## src/rtl/fb_write_scheduler.sv

```systemverilog
// fb_write_scheduler
//
// Owns the single framebuffer write port. Each frame_start sweeps the whole
// framebuffer with CLEAR_COLOR, one pixel per clock, while every renderer is
// stalled. Outside a sweep the port is shared round-robin between NUM_REQ
// sprite renderers through a valid/ready handshake.
//
// Ports
//   clock, reset   single clock; asynchronous active-high reset
//   frame_start    one-cycle pulse, (re)starts a clear sweep
//   req_valid      per-renderer write request
//   req_addr       packed 19-bit pixel addresses, renderer i at [19i+18:19i]
//   req_data       packed 4-bit pixel values, renderer i at [4i+3:4i]
//   req_ready      combinational grant, one-hot or zero
//   fb_wr_addr     registered framebuffer write address
//   fb_wr_data     registered framebuffer write data
//   fb_wr_en       registered framebuffer write strobe
//   clear_busy     high while the clear sweep runs
//   clear_done     one-cycle pulse after a sweep completes
//   drop_count     saturating count of out-of-range requests
module fb_write_scheduler #(
    parameter int         NUM_REQ     = 2,
    parameter int         FB_PIXELS   = 480000,
    parameter logic [3:0] CLEAR_COLOR = 4'h0
) (
    input  logic                  clock,
    input  logic                  reset,
    input  logic                  frame_start,
    input  logic [NUM_REQ-1:0]    req_valid,
    input  logic [NUM_REQ*19-1:0] req_addr,
    input  logic [NUM_REQ*4-1:0]  req_data,
    output logic [NUM_REQ-1:0]    req_ready,
    output logic [18:0]           fb_wr_addr,
    output logic [3:0]            fb_wr_data,
    output logic                  fb_wr_en,
    output logic                  clear_busy,
    output logic                  clear_done,
    output logic [15:0]           drop_count
);

    localparam int          PTR_W     = (NUM_REQ > 1) ? $clog2(NUM_REQ) : 1;
    localparam int          POS_W     = PTR_W + 1;
    localparam logic [19:0] PIX_LIMIT = 20'(FB_PIXELS);
    localparam logic [18:0] LAST_PIX  = 19'(FB_PIXELS - 1);

    typedef enum logic {
        ST_CLEAR = 1'b0,
        ST_RUN   = 1'b1
    } state_t;

    state_t           state;
    state_t           state_nxt;
    logic [18:0]      clear_cnt;
    logic [PTR_W-1:0] rr_ptr;
    logic [PTR_W-1:0] gnt_idx;
    logic             gnt_found;
    logic             xfer;
    logic             last_clear;
    logic             in_range;
    logic [18:0]      gnt_addr;
    logic [3:0]       gnt_data;
    logic [18:0]      addr_arr [NUM_REQ];
    logic [3:0]       data_arr [NUM_REQ];

    function automatic logic [15:0] sat_inc16(input logic [15:0] value);
        return (value == 16'hFFFF) ? value : value + 16'd1;
    endfunction

    // Returns {found, index} of the first valid requester searching upward
    // from ptr+1 (mod NUM_REQ). Iterating from the farthest candidate down
    // lets the nearest one overwrite the result.
    function automatic logic [PTR_W:0] rr_pick(input logic [NUM_REQ-1:0] valid,
                                               input logic [PTR_W-1:0]   ptr);
        logic [POS_W-1:0] pos;
        logic [PTR_W:0]   pick;
        pick = '0;
        for (int k = NUM_REQ; k >= 1; k--) begin
            pos = {1'b0, ptr} + POS_W'(k);
            if (pos >= POS_W'(NUM_REQ)) begin
                pos = pos - POS_W'(NUM_REQ);
            end
            if (valid[pos[PTR_W-1:0]]) begin
                pick = {1'b1, pos[PTR_W-1:0]};
            end
        end
        return pick;
    endfunction

    genvar gi;
    generate
        for (gi = 0; gi < NUM_REQ; gi++) begin : g_unpack
            assign addr_arr[gi] = req_addr[gi*19 +: 19];
            assign data_arr[gi] = req_data[gi*4 +: 4];
        end
    endgenerate

    assign gnt_addr   = addr_arr[gnt_idx];
    assign gnt_data   = data_arr[gnt_idx];
    assign in_range   = ({1'b0, gnt_addr} < PIX_LIMIT);
    assign last_clear = (clear_cnt == LAST_PIX);
    assign clear_busy = (state == ST_CLEAR);

    // State register
    always_ff @(posedge clock or posedge reset) begin
        if (reset) begin
            state <= ST_CLEAR;
        end else begin
            state <= state_nxt;
        end
    end

    // Next-state logic: a frame_start always wins over sweep completion
    always_comb begin
        state_nxt = state;
        unique case (state)
            ST_CLEAR: if (!frame_start && last_clear) state_nxt = ST_RUN;
            ST_RUN:   if (frame_start)                state_nxt = ST_CLEAR;
            default:  state_nxt = ST_CLEAR;
        endcase
    end

    // Output logic: grant only in RUN, and only to a requester that is valid,
    // so any asserted ready bit is a transfer this cycle.
    always_comb begin
        {gnt_found, gnt_idx} = rr_pick(req_valid, rr_ptr);
        req_ready = '0;
        xfer      = 1'b0;
        if (state == ST_RUN && gnt_found) begin
            req_ready[gnt_idx] = 1'b1;
            xfer               = 1'b1;
        end
    end

    // Write port register stage and sweep/arbitration bookkeeping
    always_ff @(posedge clock or posedge reset) begin
        if (reset) begin
            clear_cnt  <= '0;
            rr_ptr     <= PTR_W'(NUM_REQ - 1);
            fb_wr_addr <= '0;
            fb_wr_data <= '0;
            fb_wr_en   <= 1'b0;
            clear_done <= 1'b0;
            drop_count <= '0;
        end else begin
            clear_done <= (state == ST_CLEAR) && last_clear && !frame_start;
            if (state == ST_CLEAR) begin
                // The current pixel is still written on a restart; the
                // following write begins again at address 0.
                fb_wr_en   <= 1'b1;
                fb_wr_addr <= clear_cnt;
                fb_wr_data <= CLEAR_COLOR;
                if (frame_start || last_clear) begin
                    clear_cnt <= '0;
                end else begin
                    clear_cnt <= clear_cnt + 19'd1;
                end
            end else begin
                fb_wr_en <= xfer && in_range;
                if (xfer) begin
                    rr_ptr <= gnt_idx;
                end
                if (xfer && in_range) begin
                    fb_wr_addr <= gnt_addr;
                    fb_wr_data <= gnt_data;
                end
                if (xfer && !in_range) begin
                    drop_count <= sat_inc16(drop_count);
                end
                if (frame_start) begin
                    clear_cnt <= '0;
                end
            end
        end
    end

endmodule

```

## config.mk

```make
export PLATFORM = sky130hd
export DESIGN_NAME = fb_write_scheduler
export DESIGN_NICKNAME = d
export VERILOG_FILES = /design/src/rtl/fb_write_scheduler.sv
export SDC_FILE = /design/constraint.sdc
export NUM_CORES = 1
export LEC_CHECK = 0
export CAP_MARGIN = 5
export CORE_ASPECT_RATIO = 1.4
export CORE_MARGIN = 5
export CORE_UTILIZATION = 49
export DETAILED_ROUTE_END_ITERATION = 8
export HOLD_SLACK_MARGIN = 0.03
export PLACE_DENSITY = 0.81
export SYNTH_ARGS = -nofsm -noshare
export SYNTH_HDL_FRONTEND = slang
export SYNTH_SLANG_ARGS = --single-unit
```

## constraint.sdc

```tcl
create_clock -name clock -period 2.3 [get_ports clock]
set_input_delay 0.575 -clock clock [delete_from_list [all_inputs] [get_ports clock]]
set_output_delay 0.575 -clock clock [all_outputs]
set_load 0.02 [all_outputs]
```

==> run summary, run 1 <==
Setup crit end kind: register
CTS tree: yes
final setup fails: 0
die area: 0.00917 sq mm
final period utilization: 97.7%
pwr/cell area: 497 mW/mm^2
ANT nets after route: 0
1st-iter DRT viols: 301
Worst Tran Pin Value: 747 ps
GRT Util Overall: 24.6%
Max Cap Violations: 0
WS Path Type: in2reg
DRC Markers: 0
fin. max-slew vios: 0
core area: 0.00727 sq mm
clock network latency to the later pin of the worst-skew pair: 350 ps
drt first pass iters: 5
outcome: finished clean
Yosys top cell area share: 42.5%
Area Overhead vs Synth: 46.3%
worst vdd ir: 0.420 mV
max frequency: 445 MHz
number of synthesis warnings: 0
Synth area leaders: dfrtp_1 42%, mux2i_1 8.4%, nand2_1 5.3%, xor2_1 3.7%, nand3_1 3.3%
HP Class: reg2reg
Post-synth EDFFs: 0
Routed WL: 11.0 mm
Layout Cell Area excl Fill: 0.00525 sq mm
synthesized area per cell: 9.45 sq um
Power, Total: 2.61 mW
Syn Nets: 433
Final HPWL DP: 7.84 mm
commonest cells after routing, fill and taps aside: 89 x clkdlybuf4s50_1, 61 x dfrtp_1, 51 x nand2_1
most common cell after layout, fill and taps aside: clkdlybuf4s50_1
Clock Skew: 9.80 ps
Antenna Cells: 0
Worst EP required: 2560 ps
ys async rst share: 100%
CTS buffer count: 9
largest net degree at the start of global routing: 51
fin crit period: 2250 ps
Pleak: 2.31 nW
WL/cell: 18.1 um
Synth cell types: 57
Final Hold Vio Count: 0
number of global-route vias before repair: 3667
Overflow after GRT: 0
die width: 82.4 um
CP max FO: 4
largest area contributor in the synthesized netlist: dfrtp_1
normalized max-slew margin: 50.0%
Port Buffer Count: 94
Die H: 111 um
cts hold-fix bufs: 0
IO Count: 95
CTS Buffer Depth: 2
WP data arrival: 2500 ps
CP startpoint kind: primary input
DP Area: 0.00490 sq mm
row cnt: 37
share of post-route cells with drive strength above 1: 18.1%
cell count after placement: 591
H-tree levels: 3
Initial Util: 49.4%
RSZ-0062 raised after global routing: yes
fin cells: 610
Final nets: 562
sequential share of the synthesized area: 43.2%
top_reg_cell synth: dfrtp_1
initial antenna violation count: 0
Post-Synthesis Cells: 380
global-route wire length before repair: 17.7 mm
gp weighted congestion: 0.921
mean number of vias per cell: 5.87
Vias: 3581
Clk pin slew, worst setup/hold paths: 70 ps
Post-Syn Area: 0.00359 sq mm
Clock Sinks: 62
root buf cell: clkbuf_8
#FFs+latches synth: 62
## synthesized netlist by cell type, drive strengths merged, types with 2 or more instances
cell type / instances
dfrtp: 61
nand2: 51
mux2i: 31
nor2: 30
nand3: 25
o21ai: 19
a31oi: 16
a21oi: 15
xor2: 15
clkbuf: 12
buf: 11
inv: 8
nor3: 8
nor4: 8
and4: 7
a21o: 5
and3: 5
nand2b: 5
nand4: 5
or3: 4
nor3b: 3
a211oi: 2
a22o: 2
a22oi: 2
a311oi: 2
a32oi: 2
a41oi: 2
ha: 2
nor4bb: 2
o221a: 2
o31a: 2
## final timing paths
kind / to / slack (ps) / depth (start not counted) / from
setup / recovery: drop_count[2] / 50 / 8 / req_addr[33]
hold / removal: drop_count[13] / 490 / 1 / drop_count[13]
setup reg to reg: drop_count[13] / 130 / 5 / drop_count[7]
hold reg to reg: drop_count[13] / 490 / 1 / drop_count[13]
max in group asynchronous: rr_ptr / 1200 / 3 / reset
min in group asynchronous: drop_count[9] / 500 / 2 / reset
## registers in the layout, summed over array words and instances, names as in the netlist
signal	cells
clear_cnt	19
clear_done	1
drop_count	16
fb_wr_addr	19
fb_wr_data	4
fb_wr_en	1
rr_ptr	1
state	1
## timing repair
item	CTS	global route
gates resized for setup	17	13
cloned	0	1
pin swaps	1	5
setup endpoints to repair	28	40
buffers inserted	1	2
## layer usage
metal,part of all wire [%],global-route usage (%),vias up
met3,4.8,5.45,30
met4,2.6,8.20,0
met1,38,28.8,1769
met5,0,0,-
met2,55,42.9,130
li1,-,-,1652
## power breakdown
| group | internal (mW) | switching [mW] |
|---|---|---|
| sequential | 1.13 | 0.0466 |
| combinational | 0.232 | 0.206 |
| clock | 0.554 | 0.438 |
| total | 1.92 | 0.691 |
## cell families after synthesis
group | share of synthesized area [%]
buf+inv | 4.21
compound gates | 15.2
fa+ha+maj | 0.697
simple gates | 23.4
mux | 9.30
flops | 43.2
xor+xnor | 3.90
## through the flow
step | setup TNS (ps) | util (%) | hold slack (ps) | setup WS (ps)
finish | 0 | 72.3 | 493 | 52.9
global placement | -12580 | 67.4 | 479 | -368
global route | -28.0 | 72.3 | 506 | -20.7
floorplan | 0 | - | 507 | 185
CTS | -0.919 | 71.0 | 493 | -0.919
detailed placement | -15410 | 67.4 | 477 | -444
## critical path, cell delays in order
cell and delay [ps]:
clkdlybuf4s50_1 480, nor4bb_4 310, a211oi_2 100, o211a_1 310, buf_4 190, buf_4 150, nor3b_2 190, xor2_1 200
## final cells by class
class | count | area (sq um)
sequential | 62 | 1550
inverter | 8 | 30.0
tap | 97 | 121
fill | 519 | 2010
multi-input combinational | 288 | 2000
clock inverter | 3 | 43.8
clock buffer | 12 | 155
timing repair buffer | 140 | 1350
Power figures use the tool's default switching activity.
==> run 2, diff against run 1 <==
Settings changed: CTS_BUF_LIST set to sky130_fd_sc_hd__clkbuf_16.
==> run 2 against run 1 <==
  * Clock skew increased by 1.1 ps
  * Highest routed layer unchanged
  * Design area grew 2.4%
  * Largest power group is now the clock network
  * Register-to-register slack hardly changed
  * Critical endpoint unchanged
==> run summary, run 2 (synthesis gave the netlist of run 1 again) <==
outcome: finished clean
core area: 0.00727 sq mm (unchanged)
setup_tns: 0 ps (unchanged)
Power, Total: 2.95 mW (+13%)
clock network latency to the later pin of the worst-skew pair: 330 ps (-20 ps)
fin. max-slew vios: 0 (unchanged)
largest net degree at the start of global routing: 51 (unchanged)
CP max stage delay: 470 ps (about the same)
max frequency: 443 MHz (-0.41%)
initial antenna violation count: 0 (unchanged)
Antenna Cells: 0 (unchanged)
Pleak: 2.38 nW (+3.4%)
worst-path cell chain: clkdlybuf4s50_1 > nor4bb_4 > a211oi_2 > o211a_4 > buf_6 > buf_4 > nor3b_2 > xor2_1
Buf+Inv Stages, Crit Path: 3 (unchanged)
1st-iter DRT viols: 290 (-3.7%)
GRT Util Overall: 25.4% (+0.88 points)
global-route wire length before repair: 18.2 mm (+2.5%)
CTS buffer count: 9 (unchanged)
root buf cell: clkbuf_16
Port Buffer Count: 94 (unchanged)
Final nets: 566 (+0.71%)
Die H: 111 um (unchanged)
final period utilization: 98.1% (+0.40 points)
DP Area: 0.00490 sq mm (unchanged)
Clk pin slew, worst setup/hold paths: 50 ps (-20 ps)
normalized max-slew margin: 50.6% (+0.58 points)
die width: 82.4 um (unchanged)
WP data arrival: 2490 ps (about the same)
number of global-route vias before repair: 3737 (+1.9%)
Setup crit end kind: register
IO Count: 95 (unchanged)
RSZ-0062 raised after global routing: no
Max Cap Violations: 0 (unchanged)
share of post-route cells with drive strength above 1: 19.3% (+1.2 points)
Clock Sinks: 62 (unchanged)
Final Hold Vio Count: 0 (unchanged)
Regs by FF count: clear_cnt: 19 flops, fb_wr_addr: 19 flops, drop_count: 16 flops
HP Class: reg2reg
mean number of vias per cell: 5.88 (+0.15%)
WL/cell: 19.0 um (+5.3%)
final worst setup slack: 43.6 ps (-9.30 ps)
final setup fails: 0 (unchanged)
delay-heaviest family, CP: buffers and inverters
Area Overhead vs Synth: 49.7%
row cnt: 37 (unchanged)
Final HPWL DP: 7.84 mm (unchanged)
CTS tree: yes
CTS Buffer Depth: 2 (unchanged)
Placement Setup Slack: -444 ps (unchanged)
Clock Skew: 10.9 ps (+1.10 ps)
fin util: 74.0% (+1.7 points)
Vias: 3610 (+0.81%)
H-tree levels: 3 (unchanged)
Worst EP required: 2540 ps (-20 ps)
DRC Markers: 0 (unchanged)
CP max FO: 5 (+1)
WS Path Type: in2reg
Overflow after GRT: 0 (unchanged)
Layout Cell Area excl Fill: 0.00538 sq mm (+2.4%)
slowest library cell on the worst path: clkdlybuf4s50_1
Initial Util: 49.4% (unchanged)
commonest cells after routing, fill and taps aside: 87 x clkdlybuf4s50_1, 61 x dfrtp_1, 51 x nand2_1
Worst Tran Pin Value: 739 ps (-8.61 ps)
fin crit period: 2260 ps (+9.30 ps)
CP startpoint kind: primary input
Routed WL: 11.7 mm (+6.0%)
gp weighted congestion: 0.921 (unchanged)
worst vdd ir: 0.450 mV (+7.0%)
die area: 0.00917 sq mm (unchanged)
ANT nets after route: 0 (unchanged)
most common cell after layout, fill and taps aside: clkdlybuf4s50_1
pwr/cell area: 549 mW/mm^2 (+10%)
drt first pass iters: 5 (unchanged)
-- run 2: cell count changes in the layout (fill, tap and decap cells not counted), sizes merged --
cell / before / now
buf: 47 / 52
o311ai: 2 / 1
clkinv: 2 / 4
dlymetal6s2s: 2 / 4
inv: 8 / 9
clkdlybuf4s50: 89 / 87
clkbuf: 12 / 9
-- run 2: timing repair --
| item | in CTS | in global routing |
|---|---|---|
| setup endpoints to repair | 38 | 28 |
| pin swaps | 3 | 4 |
| gates resized for setup | 23 | 17 |
| buffers inserted | 7 | 0 |
| endpoints found under the hold margin | 0 | 0 |
| cloned | 0 | 1 |
| hold buffers | 0 | 0 |
-- run 2: final timing paths --
path / endpoint / depth (start not counted) / from / slack (ps)
setup / recovery: drop_count[2] / 8 / req_addr[32] / 40
max in group asynchronous: rr_ptr / 3 / reset / 1180
setup reg to reg: drop_count[10] / 7 / drop_count[8] / 140
min in group asynchronous: drop_count[10] / 2 / reset / 520
hold reg to reg: drop_count[13] / 1 / drop_count[13] / 500
hold / removal: drop_count[13] / 1 / drop_count[13] / 500
-- run 2: area by class of cell --
class	count	area, sq um
flip-flops and latches	62	1550
clock inverters	6	55.1
inverters	8	30.0
repair buffers	145	1380
well taps	97	121
fillers	498	1890
clock buffers	9	225
multi-input cells	287	2020
-- run 2: per-layer routing --
layer	vias to the layer above	wire length [um]	track usage, %
li1	1650	-	-
met1	1786	4260	28.2
met2	153	6580	45.6
met3	21	629	5.85
met4	0	215	9.42
met5	-	0	0
-- run 2: through the flow --
step                hold slack (ps)  instances
floorplan                       507        380
global placement                479        591
detailed placement              477        591
CTS                             490        613
global route                    518        614
finish                          496        614
-- run 2: power breakdown --
part / leakage, nW / switching, mW / internal, mW / total (mW)
Clock: 0.142 / 0.493 / 0.820 / 1.31
Sequential: 0.845 / 0.0486 / 1.13 / 1.18
Combinational: 1.40 / 0.218 / 0.239 / 0.456
==> run 3, diff against run 2 <==
Settings changed: PLACE_DENSITY 0.81 to not set, PLACE_DENSITY_LB_ADDON set to 0.25.
==> run 3 against run 2 <==
  * Design area up 0.65%
  * Non-clock buffer count increased by 2
  * Die area did not move
  * Flip-flop and latch count did not move
  * Global-route usage rose by 0.32 points
  * Sequential share of layout area shrank 0.19 points
  * Clock skew fell by 3.4 ps
  * Critical path depth stayed put
  * Critical path type unchanged
  * Critical endpoint is now fb_wr_data[0]
  * Largest power group unchanged
==> run summary, run 3 (synthesis gave the netlist of run 1 again) <==
Area Overhead vs Synth: 50.7%
Clock Sinks: 62 (unchanged)
Regs by FF count: clear_cnt: 19 flops, fb_wr_addr: 19 flops, drop_count: 16 flops
mean number of vias per cell: 5.74 (-2.3%)
Power, Total: 3.06 mW (+3.5%)
outcome: finished clean
core area: 0.00727 sq mm (unchanged)
WL/cell: 18.0 um (-5.3%)
initial antenna violation count: 0 (unchanged)
worst r2r src: drop_count[4]
Worst EP required: 2500 ps (-40 ps)
Worst Tran Pin Value: 683 ps (-55.4 ps)
final period utilization: 96.7% (-1.5 points)
Hold WS: 496 ps (+0.107 ps)
HP Class: reg2reg
worst-path cell chain: clkdlybuf4s50_1 > nor4bb_4 > a211oi_2 > o211a_1 > buf_4 > o21a_4 > buf_6 > mux2i_2
largest net degree at the start of global routing: 28 (-45%)
fin util: 74.5% (+0.48 points)
H-tree levels: 3 (unchanged)
Clk pin slew, worst setup/hold paths: 60 ps (about the same)
Vias: 3549 (-1.7%)
die area: 0.00917 sq mm (unchanged)
Buf+Inv Stages, Crit Path: 3 (unchanged)
Final Hold Vio Count: 0 (unchanged)
CP max stage delay: 490 ps (+20 ps)
RSZ-0062 raised after global routing: no
gp weighted congestion: 0.979 (+6.3%)
Pleak: 2.38 nW (about the same)
IO Count: 95 (unchanged)
WP data arrival: 2420 ps (-70 ps)
drt first pass iters: 5 (unchanged)
pwr/cell area: 564 mW/mm^2 (+2.9%)
Overflow after GRT: 0 (unchanged)
share of post-route cells with drive strength above 1: 19.8% (+0.43 points)
setup_tns: 0 ps (unchanged)
CP max FO: 8 (+3)
fin. max-slew vios: 0 (unchanged)
1st-iter DRT viols: 293 (+1.0%)
root buf cell: clkbuf_16
final worst setup slack: 77.0 ps (+33.4 ps)
Final HPWL DP: 7.89 mm (+0.57%)
Setup crit end kind: register
Hold Crit Start: drop_count[14]
GRT Util Overall: 25.8% (+0.32 points)
Crit. Startpoint: req_addr[33]
ANT nets after route: 0 (unchanged)
Port Buffer Count: 94 (unchanged)
DRC Markers: 0 (unchanged)
row cnt: 37 (unchanged)
CTS tree: yes
slowest library cell on the worst path: clkdlybuf4s50_1
worst vdd ir: 0.486 mV (+8.1%)
fin crit period: 2220 ps (-33.4 ps)
normalized max-slew margin: 54.3% (+3.7 points)
Final nets: 569 (+0.53%)
commonest cells after routing, fill and taps aside: 90 x clkdlybuf4s50_1, 61 x dfrtp_1, 51 x nand2_1
number of global-route vias before repair: 3847 (+2.9%)
Initial Util: 49.4% (unchanged)
die width: 82.4 um (unchanged)
Max Cap Violations: 0 (unchanged)
final setup fails: 0 (unchanged)
delay-heaviest family, CP: buffers and inverters
Placement Setup Slack: -430 ps (+13.4 ps)
WS Path Type: in2reg
max frequency: 450 MHz (+1.5%)
CTS buffer count: 9 (unchanged)
global-route wire length before repair: 18.4 mm (+1.5%)
CTS Buffer Depth: 2 (unchanged)
Routed WL: 11.1 mm (-4.7%)
Clock Skew: 7.50 ps (-3.41 ps)
Antenna Cells: 0 (unchanged)
CP startpoint kind: primary input
Die H: 111 um (unchanged)
clock network latency to the later pin of the worst-skew pair: 330 ps (about the same)
most common cell after layout, fill and taps aside: clkdlybuf4s50_1
==> run 3: changes by cell type in the layout (fill, tap and decap cells not counted), moves of 2 or more <==
cell,previous run,this run
clkdlybuf4s50_1,87,90
dlymetal6s2s_1,4,1
buf_4,44,48
nor4_2,5,3
==> run 3: worst register-to-register path, stage by stage, from the launching register on <==
cell,delay (ps)
dfrtp_1,440
and3_1,260
nand4_1,300
o311ai_4,550
buf_4,260
nor3_2,60
xor2_1,140
==> run 3: report_power, final <==
group          internal (mW)  switching (mW)  leakage (nW)
Clock                  0.942           0.506         0.158
Combinational          0.226           0.203          1.38
Sequential              1.13          0.0469         0.845
Total                   2.30           0.755          2.38
==> run 3: repair_timing <==
item	CTS	global route
setup endpoints to repair	31	26
gates resized for setup	12	19
gates cloned	1	0
hold buffers	0	0
setup buffers	4	2
pin swaps	1	5
==> run 3: path summary, 6_finish.rpt <==
path / to / slack [ps] / cells past startpoint
hold / removal: drop_count[14] / 500 / 1
min in group asynchronous: drop_count[10] / 580 / 2
max in group asynchronous: fb_wr_addr[13] / 1210 / 3
setup reg to reg: drop_count[5] / 170 / 6
hold reg to reg: drop_count[14] / 500 / 1
setup / recovery: fb_wr_data[0] / 80 / 8
==> run 3: layout make-up <==
type	count	area, sq um
Clock buffer	9	225
Multi-Input combinational cell	288	2020
Timing Repair Buffer	147	1380
Fill cell	513	1850
Sequential cell	62	1550
Inverter	8	30.0
Tap cell	97	121
Clock inverter	7	90.1
==> run 3: through the flow <==
step | cell area, sq um | std cells
after floorplan | 3590 | 380
after global routing | 5410 | 618
final | 5410 | 618
after global placement | 4930 | 595
after CTS | 5310 | 616
after detailed placement | 4930 | 595
==> run 3: per-layer routing <==
metal,vias to the layer above,wire length [um],GRT usage [%]
met3,25,711,6.18
li1,1665,-,-
met2,159,5980,43.3
met1,1700,4180,30.0
met4,0,255,12.2
met5,-,0,0
